[config.mk]
export PLATFORM = sky130hd
export DESIGN_NAME = gpio_apb_master
export DESIGN_NICKNAME = d
export VERILOG_FILES = /design/src/rtl/gpio_apb_master.sv
export SDC_FILE = /design/constraint.sdc
export NUM_CORES = 1
export LEC_CHECK = 0
export BUFFER_PORTS_ARGS = -buffer_cell sky130_fd_sc_hd__buf_2
export CAP_MARGIN = 10
export CORE_MARGIN = 5
export CORE_UTILIZATION = 43
export CTS_CLUSTER_SIZE = 12
export DETAILED_ROUTE_END_ITERATION = 6
export MAX_ROUTING_LAYER = met4
export PLACE_DENSITY = 0.73
export SYNTH_ARGS = -nofsm -noshare
export SYNTH_HDL_FRONTEND = slang
export SYNTH_SLANG_ARGS = --single-unit
[constraint.sdc]
create_clock -name PCLK -period 3.5 [get_ports PCLK]
set_clock_uncertainty 0.2 [all_clocks]
set_input_delay 0.35 -clock PCLK [delete_from_list [all_inputs] [get_ports PCLK]]
set_output_delay 0.35 -clock PCLK [all_outputs]
set_load 0.01 [all_outputs]
[src/rtl/gpio_apb_master.sv]
// APB requester bridging a single-outstanding local command/response port
// onto an APB bus. Unaligned addresses are rejected locally; stalled
// transfers can be aborted after a programmable number of wait cycles.
module gpio_apb_master #(
  parameter int TIMEOUT = 16
) (
  input  logic        PCLK,
  input  logic        PRESET,
  // local command port
  input  logic        cmd_valid,
  output logic        cmd_ready,
  input  logic        cmd_write,
  input  logic [7:0]  cmd_addr,
  input  logic [31:0] cmd_wdata,
  // local response port
  output logic        rsp_valid,
  input  logic        rsp_ready,
  output logic [31:0] rsp_rdata,
  output logic        rsp_err,
  output logic        rsp_timeout,
  // APB requester outputs
  output logic        PSEL,
  output logic        PENABLE,
  output logic        PWRITE,
  output logic [7:0]  PADDR,
  output logic [31:0] PWDATA,
  // APB completer returns
  input  logic [31:0] PRDATA,
  input  logic        PREADY,
  input  logic        PSLVERR
);

  localparam int DATA_W = 32;
  // A zero TIMEOUT still needs a legal (unused) one-bit counter.
  localparam int CNT_W = (TIMEOUT > 0) ? $clog2(TIMEOUT + 1) : 1;
  localparam logic [CNT_W:0] TMO_LIM = (CNT_W + 1)'(TIMEOUT);

  typedef enum logic [1:0] {
    IDLE   = 2'd0,
    SETUP  = 2'd1,
    ACCESS = 2'd2,
    RESP   = 2'd3
  } state_t;

  state_t           state;
  state_t           state_nxt;
  logic [CNT_W-1:0] wait_cnt;
  logic             accept;
  logic             unaligned;
  logic             done;
  logic             tmo_hit;

  assign cmd_ready = (state == IDLE);

  // Decode the events that drive both the FSM and the response capture.
  always_comb begin
    accept    = 1'b0;
    unaligned = 1'b0;
    done      = 1'b0;
    tmo_hit   = 1'b0;
    accept    = (state == IDLE) && cmd_valid;
    unaligned = (cmd_addr[1:0] != 2'b00);
    done      = (state == ACCESS) && PREADY;
    // PREADY wins over an expiring counter, so the timeout only fires
    // on an edge where the completer is still stalling.
    if ((TIMEOUT > 0) && (state == ACCESS) && !PREADY &&
        (({1'b0, wait_cnt} + (CNT_W + 1)'(1)) == TMO_LIM)) begin
      tmo_hit = 1'b1;
    end
  end

  // Next-state logic.
  always_comb begin
    state_nxt = state;
    case (state)
      IDLE: begin
        if (accept) begin
          state_nxt = unaligned ? RESP : SETUP;
        end
      end
      SETUP: begin
        state_nxt = ACCESS;
      end
      ACCESS: begin
        if (done || tmo_hit) begin
          state_nxt = RESP;
        end
      end
      RESP: begin
        if (rsp_ready) begin
          state_nxt = IDLE;
        end
      end
      default: begin
        state_nxt = IDLE;
      end
    endcase
  end

  // State register.
  always_ff @(posedge PCLK or posedge PRESET) begin
    if (PRESET) begin
      state <= IDLE;
    end else begin
      state <= state_nxt;
    end
  end

  // Wait-state counter: restarts for every transfer, counts stalled ACCESS edges.
  always_ff @(posedge PCLK or posedge PRESET) begin
    if (PRESET) begin
      wait_cnt <= '0;
    end else if (state == SETUP) begin
      wait_cnt <= '0;
    end else if ((state == ACCESS) && !PREADY) begin
      wait_cnt <= wait_cnt + 1'b1;
    end
  end

  // APB outputs: strobes follow the next state, address/data are latched on
  // acceptance and stay put for the whole transfer.
  always_ff @(posedge PCLK or posedge PRESET) begin
    if (PRESET) begin
      PSEL    <= 1'b0;
      PENABLE <= 1'b0;
      PWRITE  <= 1'b0;
      PADDR   <= '0;
      PWDATA  <= '0;
    end else begin
      PSEL    <= (state_nxt == SETUP) || (state_nxt == ACCESS);
      PENABLE <= (state_nxt == ACCESS);
      if (accept) begin
        PWRITE <= cmd_write;
        PADDR  <= cmd_addr;
        PWDATA <= cmd_wdata;
      end
    end
  end

  // Response capture: fields are loaded on the edge that enters RESP and
  // held until the requester takes them.
  always_ff @(posedge PCLK or posedge PRESET) begin
    if (PRESET) begin
      rsp_valid   <= 1'b0;
      rsp_rdata   <= '0;
      rsp_err     <= 1'b0;
      rsp_timeout <= 1'b0;
    end else begin
      rsp_valid <= (state_nxt == RESP);
      if (accept && unaligned) begin
        rsp_rdata   <= '0;
        rsp_err     <= 1'b1;
        rsp_timeout <= 1'b0;
      end else if (done) begin
        rsp_rdata   <= (!PWRITE && !PSLVERR) ? PRDATA : {DATA_W{1'b0}};
        rsp_err     <= PSLVERR;
        rsp_timeout <= 1'b0;
      end else if (tmo_hit) begin
        rsp_rdata   <= '0;
        rsp_err     <= 1'b1;
        rsp_timeout <= 1'b1;
      end else if ((state == RESP) && rsp_ready) begin
        rsp_rdata   <= '0;
        rsp_err     <= 1'b0;
        rsp_timeout <= 1'b0;
      end
    end
  end

endmodule

== Word level (Yosys, flattened, before mapping) ==
Index checks and enable logic that the tools add are counted.

* Register bits after elaboration: 85
* Latch bits: 0
* RAM bits: 0
* Bits in read-only memories: 0
* Input port bits: 79
* Output and inout bits: 79
* Logic and storage cells: 55
* Memories kept: 0

* Add/subtract/negate cells: 2
* $mul: 0
* Div/mod/pow operators: 0
* Order comparisons: 0
* Equal/unequal tests: 7
* Shift-type cells: 0
* Muxes and demuxes: 19
* Bitwise logic cells: 0
* Reductions and logical operators: 16

{| class="wikitable"
|+ Operators by type and width
! operator !! count
|-
| 32-bit two-way mux || 5
|-
| 5-bit two-way mux || 2
|-
| 2-bit == test, second input constant || 4
|-
| 2-bit two-way mux || 4
|-
| 2-bit one-hot mux with 4 select lines || 1
|-
| 1-bit logical AND || 7
|-
| 1-bit two-way mux || 7
|-
| 5-bit by 1-bit adder with 6-bit output, second input constant || 1
|-
| 6-bit by 5-bit == test with 1-bit output, second input constant || 1
|-
| 5-bit by 1-bit adder with 5-bit output, second input constant || 1
|-
| 2-bit by 1-bit == test with 1-bit output, second input constant || 2
|-
| 2-bit nonzero test || 2
|-
| 4-bit nonzero test || 1
|-
| 1-bit logical NOT || 3
|-
| 2-bit logical NOT || 1
|-
| 1-bit logical OR || 2
|}

== Depth between registers and ports, before layout ==
Gate-level depths: netlist (run 1).

* Depth in word-level cells: 9
* Depth in mapped cells: 7
* Depth with buffers taken out: 7

== Least setup slack after synthesis (run 1) ==
OpenSTA, ideal clock, no wires.

* Path kind: reg-to-reg
* From: reg wait_cnt[0]
* To: reg PSEL
* Setup time: 113 ps
* Arrival: 1756 ps
* Data required time: 3187 ps
* Slack: 1431 ps
* Cell stages (with the launch flop): 8
* Period minus slack after synthesis: 2069 ps
* Path through: dfrtp_1 -> ha_1 -> xor2_2 -> nor4b_4 -> nand2_1 -> and2_1 -> ha_1 -> inv_1

* Word-level cells in the longest chain between the ends: 9
* Elaborated cells on any way between the ends: 10

{| class="wikitable"
|+ Ends and longest elaborated chain
! element !! RTL line !! source
|-
| start: declaration || 47 || <nowiki>logic [CNT_W-1:0] wait_cnt;</nowiki>
|-
| start signal: assignment || 116 || <nowiki>wait_cnt <= wait_cnt + 1'b1;</nowiki>
|-
| 5-bit by 1-bit adder with 6-bit output (*) || 67 || <nowiki>(({1'b0, wait_cnt} + (CNT_W + 1)'(1)) == TMO_LIM)) begin</nowiki>
|-
| 6-bit by 5-bit == test with 1-bit output (*) || 67 ||
|-
| 1-bit logical AND (*) || 66 || <nowiki>if ((TIMEOUT > 0) && (state == ACCESS) && !PREADY &&</nowiki>
|-
| 1-bit two-way mux (*) || 66 ||
|-
| 1-bit logical OR (*) || 85 || <nowiki>if (done || tmo_hit) begin</nowiki>
|-
| 2-bit two-way mux (*) || 85 ||
|-
| 2-bit one-hot mux with 4 select lines (*) || 75 || <nowiki>case (state)</nowiki>
|-
| 2-bit by 1-bit == test with 1-bit output / 2-bit == test (equally long branches) || 130 || <nowiki>PSEL <= (state_nxt == SETUP) || (state_nxt == ACCESS);</nowiki>
|-
| 1-bit logical OR (*) || 130 ||
|-
| end signal: assignment || 130 ||
|-
| end: declaration || 22 || <nowiki>output logic PSEL,</nowiki>
|}

Every way passes the cells marked *; elsewhere a longest branch is shown, timed or not.
A chain may end at the register's enable or synchronous reset.

== Worst setup path after layout (run 1) ==
* From: reg state[0]
* To: reg rsp_rdata[19]

* Word-level cells in the longest chain between the ends: 7
* Elaborated cells on any way between the ends: 14

{| class="wikitable"
|+ Ends and longest elaborated chain
! element !! RTL line !! source
|-
| start: declaration || 45 || <nowiki>state_t state;</nowiki>
|-
| start signal: assignment || 105 || <nowiki>state <= state_nxt;</nowiki>
|-
| 2-bit == test || 63, 66 ||
|-
| 1-bit logical AND (2 in series) || 66 ||
|-
| 1-bit two-way mux || 66 ||
|-
| 32-bit two-way mux || 158 || <nowiki>end else if (tmo_hit) begin</nowiki>
|-
| 32-bit two-way mux || 154 || <nowiki>end else if (done) begin</nowiki>
|-
| 32-bit two-way mux || 150 || <nowiki>if (accept && unaligned) begin</nowiki>
|-
| end signal: assignment || 155 || <nowiki>rsp_rdata <= (!PWRITE && !PSLVERR) ? PRDATA : {DATA_W{1'b0}};</nowiki>
|-
| end: declaration || 18 || <nowiki>output logic [31:0] rsp_rdata,</nowiki>
|}

Several ways; a longest one is shown, not always the timed one.

==> impl_summary.md, run 1 <==
Outcome
The run finished with clean final reports.

Critical path
For this run, the slowest stage of the critical path takes approximately 1.1 ns. The endpoint identified for the worst register-to-register timing path is rsp_rdata[19]. The worst register-to-register path begins at state[0]. In this run the worst path has a maximum fanout of 32. For the worst setup path, the data required time is ~3.6 ns. In this run the register-to-register setup slack is roughly 0.77 ns.

The sort of element at the start of the critical path is a register. For the worst flop-to-flop path, the logic depth is 4. On the critical path, the stage with the largest delay is an instance of a221oi_4. The worst setup path is of the register to register kind. STA classifies the critical path endpoint as a register. Data on the critical path arrives at its endpoint at roughly 2.8 ns. Walking the worst path, the cells encountered are nand2b_1 -> nor4b_4 -> a221oi_4 -> a22o_1.

Power and ir drop
The analysis attributes to cell leakage a power of 2.308 nW. The internal cell power is ~2.4 mW. In this run switching power makes up between 30% and 40% of total power. The clock network accounts for between 10% and 20% of the total power. Registers are responsible for between 40% and 50% of the overall power. In this run, the combinational gates consume a little under two fifths of the power. The power spent charging and discharging nets is 1.299 mW. The power density over the cells is roughly 830 mW/mm2. VDD sags by at most 0.0004258 V.

Clock tree
In this run, post-CTS hold repair placed 0 buffers. The number of buffers inserted during clock tree synthesis is 9. The clock root buffer is clkbuf_8. TritonCTS built the clock tree.

The clock passes through at most 2 buffers. The clock edge transition at the registers on the reported setup and hold paths is about 0.08 ns. The post-CTS setup-driven buffer insertion count is 0. The clock reaches the later pin of the worst-skew pair after between 0.3 and 0.4 ns. The number of sinks handled by clock tree synthesis is 85. Gates resized during post-CTS repair numbered 0. In this run the number of H-tree levels came out at 3.

Placement
After detailed placement, the total cell area comes to 0.004263 mm2. The half-perimeter wire length after placement is between 6000 and 7000 um. The total of buffers placed on input and output ports is 157. Routability-driven placement finished with a final weighted congestion of 0.8202. Including well taps, the total number of placed cells is about 480.

Route
Dividing the detail-routed via count by the number of cells gives a little over 5. The wire length per cell after detailed routing is approximately 16 um. The detailed router finished its first iteration with between 100 and 150 violations. For this run, design rule violations remaining after detail routing come to 0. The first-pass iteration count of the detailed router is 4. The total via count in the routed design is about 2,600. The wire length reported by the detailed router is between 8000 and 9000 um. The detail route stage leaves a number of antenna-violating nets equal to 0.

Layout
After filler insertion, the fill cell instance count of the layout stands at 653. Relative to the synthesized area, the layout overhead comes to 31.38%. The number of nets in the layout is between 400 and 500. In the final layout, the share of cells above drive strength 1 is around 56%.

The finished layout holds 498 standard cells, fillers aside. Once layout is done, the placed cells without fillers occupy 0.004453 mm2. The total inserted antenna cells is 0.

Logic synthesis
The synthesized netlist devotes between 4 and 5% of its cell area to simple gates. The async set-reset flop share out of synthesis is 100.0%. The portion of synthesized area spent on multiplexers is 14.65%. Of the total synthesized cell area, the portion taken by XOR and XNOR cells is less than 1%.

After synthesis, the cell types taking the most area are dfrtp_1 (63%), mux2_2 (14%), a22o_1 (8.3%). In the synthesized netlist the dominant register cell turns out to be dfrtp_1. Yosys mapped a number of flops with a built-in enable equal to 0. The leading cell type by number of instances after synthesis is dfrtp_1. The post-synthesis cell count is approximately 230.

For this run, the register share of the synthesized area comes to ~63%. The main combinational cell family by area after synthesis is multiplexers. The area share of fa/ha/maj cells after synthesis is 1.107%. The synthesized design contains 85 register bits. Of the post-synthesis cell area, the dominant cell type holds between 60% and 70%. The biggest area contributor in the post-synthesis netlist is dfrtp_1. Averaged over all synthesized cells, the footprint is 14.49 um2.

For this run, the number of Yosys warnings is 0. The total standard cell area after synthesis is around 0.0034 mm2. The count of different cell masters after synthesis is 35. Ranked by instance count, the synthesized netlist is headed by dfrtp_1 (85), mux2_2 (41), a22o_1 (32). The synthesized net count is 316. The synthesized netlist devotes between 10% and 20% of its cell area to compound gates.

Timing
The worst-case hold slack is roughly 0.0042 ns. The aggregate negative setup slack is 0 ns. The slew of the pin with the lowest slew margin is ~1.3 ns. Setup repair after global routing left no endpoint under its margin. The count of pins over their slew limit was 0. Headroom to the max-slew limit came out at 12.84%. The number of hold violations in the final report is 0. Setup violations remaining at the end of the flow were counted as 0.

The final clock period utilization by the worst path is ~78%. The maximum clock rate is ~370 MHz. After layout, the minimum clock period comes to 2.725 ns.

Floorplan
Measured along the x axis, the die boundary spans 98.79 um. The height of the chip is 98.79 um. Row generation in the floorplan step produced 32 rows. The initial standard-cell utilization of the core is between 40 and 50%. The area enclosed by the die boundary is around 0.0098 mm2. The area inside the core boundary is between 0.007 and 0.008 mm2. The top-level port count is approximately 160.

GRT
The number of global-route vias before repair is roughly 2,700. After global routing the overflow that remains totals 0. The largest net degree at the start of global routing is between 50 and 60. The wire length of the first global-routing pass is around 13,000 um. The number of antenna violations at the first check in global routing is 0. The overall routing resource usage is roughly 18%.

Hold path
The path class of the lowest-slack min-delay path is input port to asynchronous set/reset pin.

Job
The number of maximum-capacitance constraint violations is 0.
==> layout make-up <==
class                      count  area [um2]  area share, %
timing repair buffer         161       815.8          18.32
inverter                       6       23.77         0.5339
clock buffer                  11       141.4          3.175
multi-input combinational    129        1169          26.24
tap                          102       127.6          2.866
clock inverter                 4       48.80          1.096
sequential                    85        2127          47.77
==> power groups by stage <==
stage          combinational [mW]  sequential, mW  clock (mW)
6_report                     1.41            1.64       0.666
5_1_grt                      1.54            1.71       0.736
4_1_cts                      1.44            1.65       0.690
3_5_place_dp                 1.44            1.66           0
3_3_place_gp                 1.40            1.64           0
2_1_floorplan               0.734            1.79           0
==> registers in the layout (all words and copies together) (netlist names), 2 cells and up <==
| name | flops |
|---|---|
| PWDATA | 32 |
| wait_cnt | 5 |
| PADDR | 8 |
| state | 2 |
| rsp_rdata | 32 |
==> metal layers <==
layer / vias up / global-route usage [%] / share of wire [%]
met1: 1240 / 23.15 / 45
li1: 1173 / - / -
met4: 0 / 5.987 / 1.0
met5: - / - / 0
met3: 10 / 4.883 / 8.8
met2: 128 / 26.60 / 46
==> worst max-delay path, delay by kind of cell (launching register included) <==
kind            cells  cell delay (ns)
flops               1             0.64
compound gates      2             1.39
simple gates        2             0.40
==> cell usage in the layout, fill, tap and decap left out, types with 4 or more instances in the layout <==
master | netlist | routed
buf_4 | 1 | 4
mux2_2 | 41 | 41
dfrtp_1 | 85 | 85
buf_2 | 6 | 157
inv_1 | 6 | 5
nand2b_1 | 4 | 4
a22o_1 | 32 | 32
nand2_1 | 9 | 9
a21oi_1 | 7 | 7
o21ai_0 | 5 | 5
clkbuf_8 | 0 | 10
nor2_1 | 4 | 4
==> through the flow <==
stage                     power, mW  worst slack, ns  utilization [%]
after floorplan               2.521           0.7565                -
after global placement        3.036           0.9240            55.45
after detailed placement      3.099           0.7601            55.45
after CTS                     3.777           0.7451            57.93
after global routing          3.990           0.6138            57.93
final                         3.718           0.7749            57.93
==> worst max path at each step <==
stage	startpoint	end	cells past startpoint
final	state[0]	rsp_rdata[19]	4
after global routing	state[0]	rsp_rdata[19]	4
after CTS	state[0]	rsp_rdata[19]	4
after detailed placement	state[0]	rsp_rdata[19]	4
after global placement	state[0]	rsp_rdata[16]	4
after floorplan	PRESET	PADDR[0]	1
==> logic make-up (layout without fill, tap and decap cells) <==
family / Yosys count / in the layout
AO/OA/AOI/OAI: 54 / 54
XOR/XNOR: 1 / 1
adder cells (fa/ha/maj): 3 / 3
buffers and inverters: 20 / 182
flip-flops: 85 / 85
multiplexers: 44 / 44
AND/OR/NAND/NOR: 27 / 27
No activity file was read; power rests on OpenSTA's default activity.
==> run 2, diff against run 1 <==
--- a/config.mk
+++ b/config.mk
@@ -8,11 +8,11 @@
 export BUFFER_PORTS_ARGS = -buffer_cell sky130_fd_sc_hd__buf_2
 export CAP_MARGIN = 10
 export CORE_MARGIN = 5
-export CORE_UTILIZATION = 43
+export CORE_UTILIZATION = 42
 export CTS_CLUSTER_SIZE = 12
 export DETAILED_ROUTE_END_ITERATION = 6
 export MAX_ROUTING_LAYER = met4
-export PLACE_DENSITY = 0.73
+export PLACE_DENSITY = 0.74
 export SYNTH_ARGS = -nofsm -noshare
 export SYNTH_HDL_FRONTEND = slang
 export SYNTH_SLANG_ARGS = --single-unit
==> constraint.sdc (replaced) <==
create_clock -name PCLK -period 2.4 [get_ports PCLK]
set_clock_uncertainty 0.2 [all_clocks]
set_input_delay 0.24 -clock PCLK [delete_from_list [all_inputs] [get_ports PCLK]]
set_output_delay 0.24 -clock PCLK [all_outputs]
set_load 0.01 [all_outputs]
==> run 2 against run 1 <==
Die area increased by 2.1%. Final cell count increased by 17%. Register-to-register slack got worse by 0.67 ns. Clock-buffer cell count decreased by 2. Sequential power increased by 45%. Via count increased by 15%. Highest routed layer unchanged. Combinational power increased by 70%. Utilization increased by 11 points. Critical path depth increased by 2. Critical path type unchanged. Hold slack improved by 0.038 ns.
==> impl_summary.md, run 2 (synthesized netlist as in run 1, its figures left out) <==
Outcome
The flow ran to the end, and the final reports show no timing, DRC or antenna violations.

Route
The met1 wire length is a little under 4000 um. Summed over all layers, the routed wires come to 10,070 um. The routed length on met3 is slightly below 900 um. The wire length per cell after detailed routing is ~17 um. After detailed routing, the met2 layer carries around 5000 um of wire. The via count normalized by instance count is around 5. The number of violations reported at the end of detailed-routing iteration 0 is 124. The residual DRC count is 0.

The first detailed-routing pass ran for 4 iterations. Signal routing reaches up to met4. The count of antenna-violating nets left after detailed routing is 0. Detailed routing inserted a total of 2,932 vias.

Timing
The final clock period utilization by the worst path is a little over nine tenths. Setup repair after global routing could not meet its margin everywhere. For the final routed database, the setup TNS stands at 0 ns. The worst-case headroom to the max-slew limit is about half. The number of hold violations in the final report is 0. At the pin with the least slew margin, the transition time is 0.7334 ns. Setup violations remaining at the end of the flow were counted as 0. The post-layout minimum cycle time is 2.294 ns.

Based on the critical path, the design can be clocked at up to ~440 MHz. Final hold analysis gives a worst-case slack of 0.04189 ns. The count of pins over their slew limit is 0.

Placement
The weighted congestion reported at the end of routability-driven placement is about 0.84. After detailed placement, the design holds a cell count of a little under 500. The half-perimeter wire length after placement is 6072 um. Input and output buffers added on the ports amount to ~160.

Floorplan
The height of the chip is ~100 um. The initial standard-cell utilization of the core is a little over two fifths. The top-level port count is roughly 160. The die outline width is approximately 100 um. The placement row count is 32. The area enclosed by the die boundary is approximately 0.01 mm2. The floorplan step defined a core boundary enclosing slightly below 0.008 mm2.

GRT
The largest net degree at the start of global routing is 43. Global routing used 21.73% of the available tracks. The number of global-route vias before repair is about 3,300.

The first global-routing pass estimated 16,610 um of wire. Global routing finished with a remaining overflow of 0. The number of antenna violations at the first check in global routing is 0.

Critical path
STA classifies the critical path endpoint as a register. STA classifies the critical path startpoint as a register. The cell family contributing the most delay on the critical path is compound AO/OA/AOI/OAI gates. The number of cells on the worst reg-to-reg path is 6. For the worst setup path, the data required time is 2.48 ns. The type of the setup path with the least slack is register to register. The critical path runs through a total of 6 cells.

Of all nets on the critical path, the largest fanout is 16. The critical path goes through ha_1 -> xor2_2 -> nor4b_4 -> buf_4 -> a221oi_4 -> a22o_1. The arrival time at the worst endpoint is 2.38 ns.

Together, buffers and inverters on the worst path number 1. In this design, the stage delay of the slowest critical-path cell is roughly 0.67 ns. The slowest stage of the critical path is the a221oi_4 cell.

Job
The tool flagged a number of max-cap violations equal to 0.

Layout
The number of nets in the layout is 560. Cells fill ~69% of the core in the end. From synthesis to final layout, the design area changed by 59.17%.

The total inserted antenna cells is 0. Leaving out fill and tap cells, the most frequent cell in the layout is buf_2. The filler cells instantiated in the layout total about 530. The count of non-filler cells in the finished layout is between 500 and 600.

The share of cells above drive strength 1 is slightly below 50%. In the final layout, the registers with the most flip-flops are PWDATA x32, rsp_rdata x32, PADDR x8. The top cell types in the final layout, fill and taps aside, are buf_2 (157), dfrtp_1 (85), dlygate4sd3_1 (75).

Hold path
The worst hold path passes through 3 cells. The path class of the lowest-slack min-delay path is input port to register.

Clock tree
The number of buffers inserted during clock tree synthesis is 9. The clock root buffer is clkbuf_8. Clock-pin slew was measured on the worst setup and hold paths at 0.10 ns.

The number of sinks handled by clock tree synthesis is between 80 and 90. The number of H-tree levels is 3. The clock insertion delay at the later pin of the skew report is 0.34 ns. The TritonCTS clock tree is yes. The clock passes through at most 2 buffers.

Power and ir drop
The power density over the cells is roughly 1100 mW/mm2. For this design the static power due to leakage is about 2.7 nW. The peak ir drop on the vdd network is between 0.0005 and 0.0006 V.
[run 2: cell types whose count changed in the layout (fill, tap and decap cells not counted)]
cell           before  now
inv_6               0    4
clkbuf_8           10    9
buf_12              0    2
buf_6               0    1
buf_4               4   11
clkinv_4            1    0
clkinvlp_4          0    1
clkinv_2            3    0
dlygate4sd3_1       0   75
a221oi_4            1    2
bufinv_16           1    3
clkbuf_1            1    0
[run 2: cell type report]
| class | instances | area, um2 | area share, % |
|---|---|---|---|
| Timing Repair Buffer | 246 | 1670 | 30.96 |
| Clock inverter | 7 | 125.1 | 2.319 |
| Tap cell | 102 | 127.6 | 2.365 |
| Clock buffer | 9 | 123.9 | 2.296 |
| Multi-Input combinational cell | 130 | 1195 | 22.15 |
| Inverter | 6 | 26.28 | 0.4870 |
| Sequential cell | 85 | 2127 | 39.42 |
[run 2: report_power, final]
group          total, mW  internal, mW  switching (mW)
registers           2.38          2.02           0.364
clock network       1.24         0.706           0.534
logic               2.40          1.21            1.20
[run 2: final timing paths]
kind	from	to	slack, ns
max	wait_cnt[0]	rsp_rdata[25]	0.11
min in group asynchronous	PRESET	PWDATA[7]	0.28
max reg2reg	wait_cnt[0]	rsp_rdata[25]	0.11
min	cmd_valid	state[1]	0.04
min reg2reg	rsp_rdata[16]	rsp_rdata[16]	0.30
max in group asynchronous	PRESET	PWDATA[4]	1.06
[run 2: tightest hold or removal path, cell delays in order]
cell	delay, ns
buf_2	0.11
o21ai_0	0.07
a21oi_1	0.12
[run 2: metrics by stage]
step                      setup slack (ns)  power (mW)  cell area (um2)
final                               0.1056       6.024             5395
after global placement            -0.07888       4.502             4338
after CTS                         -0.04340       6.005             5364
after floorplan                     0.3315       3.676             3393
after detailed placement           -0.1329       4.583             4338
after global routing              -0.02886       6.451             5395
[run 2: what timing repair did]
item | 4_1_cts | 5_1_grt
pin swaps | 1 | 2
endpoints found under the setup margin | 32 | 4
gates resized for setup | 1 | 1
hold buffers | 75 | 0
gates cloned | 1 | 0
endpoints found under the hold margin | 94 | 0
buffers inserted | 0 | 2
[run 2: layer usage]
layer  up-vias  GRT usage, %
li1       1349             -
met1      1415         26.00
met2       146         35.66
met3        22         5.073
met4         0         8.508
met5         -             -
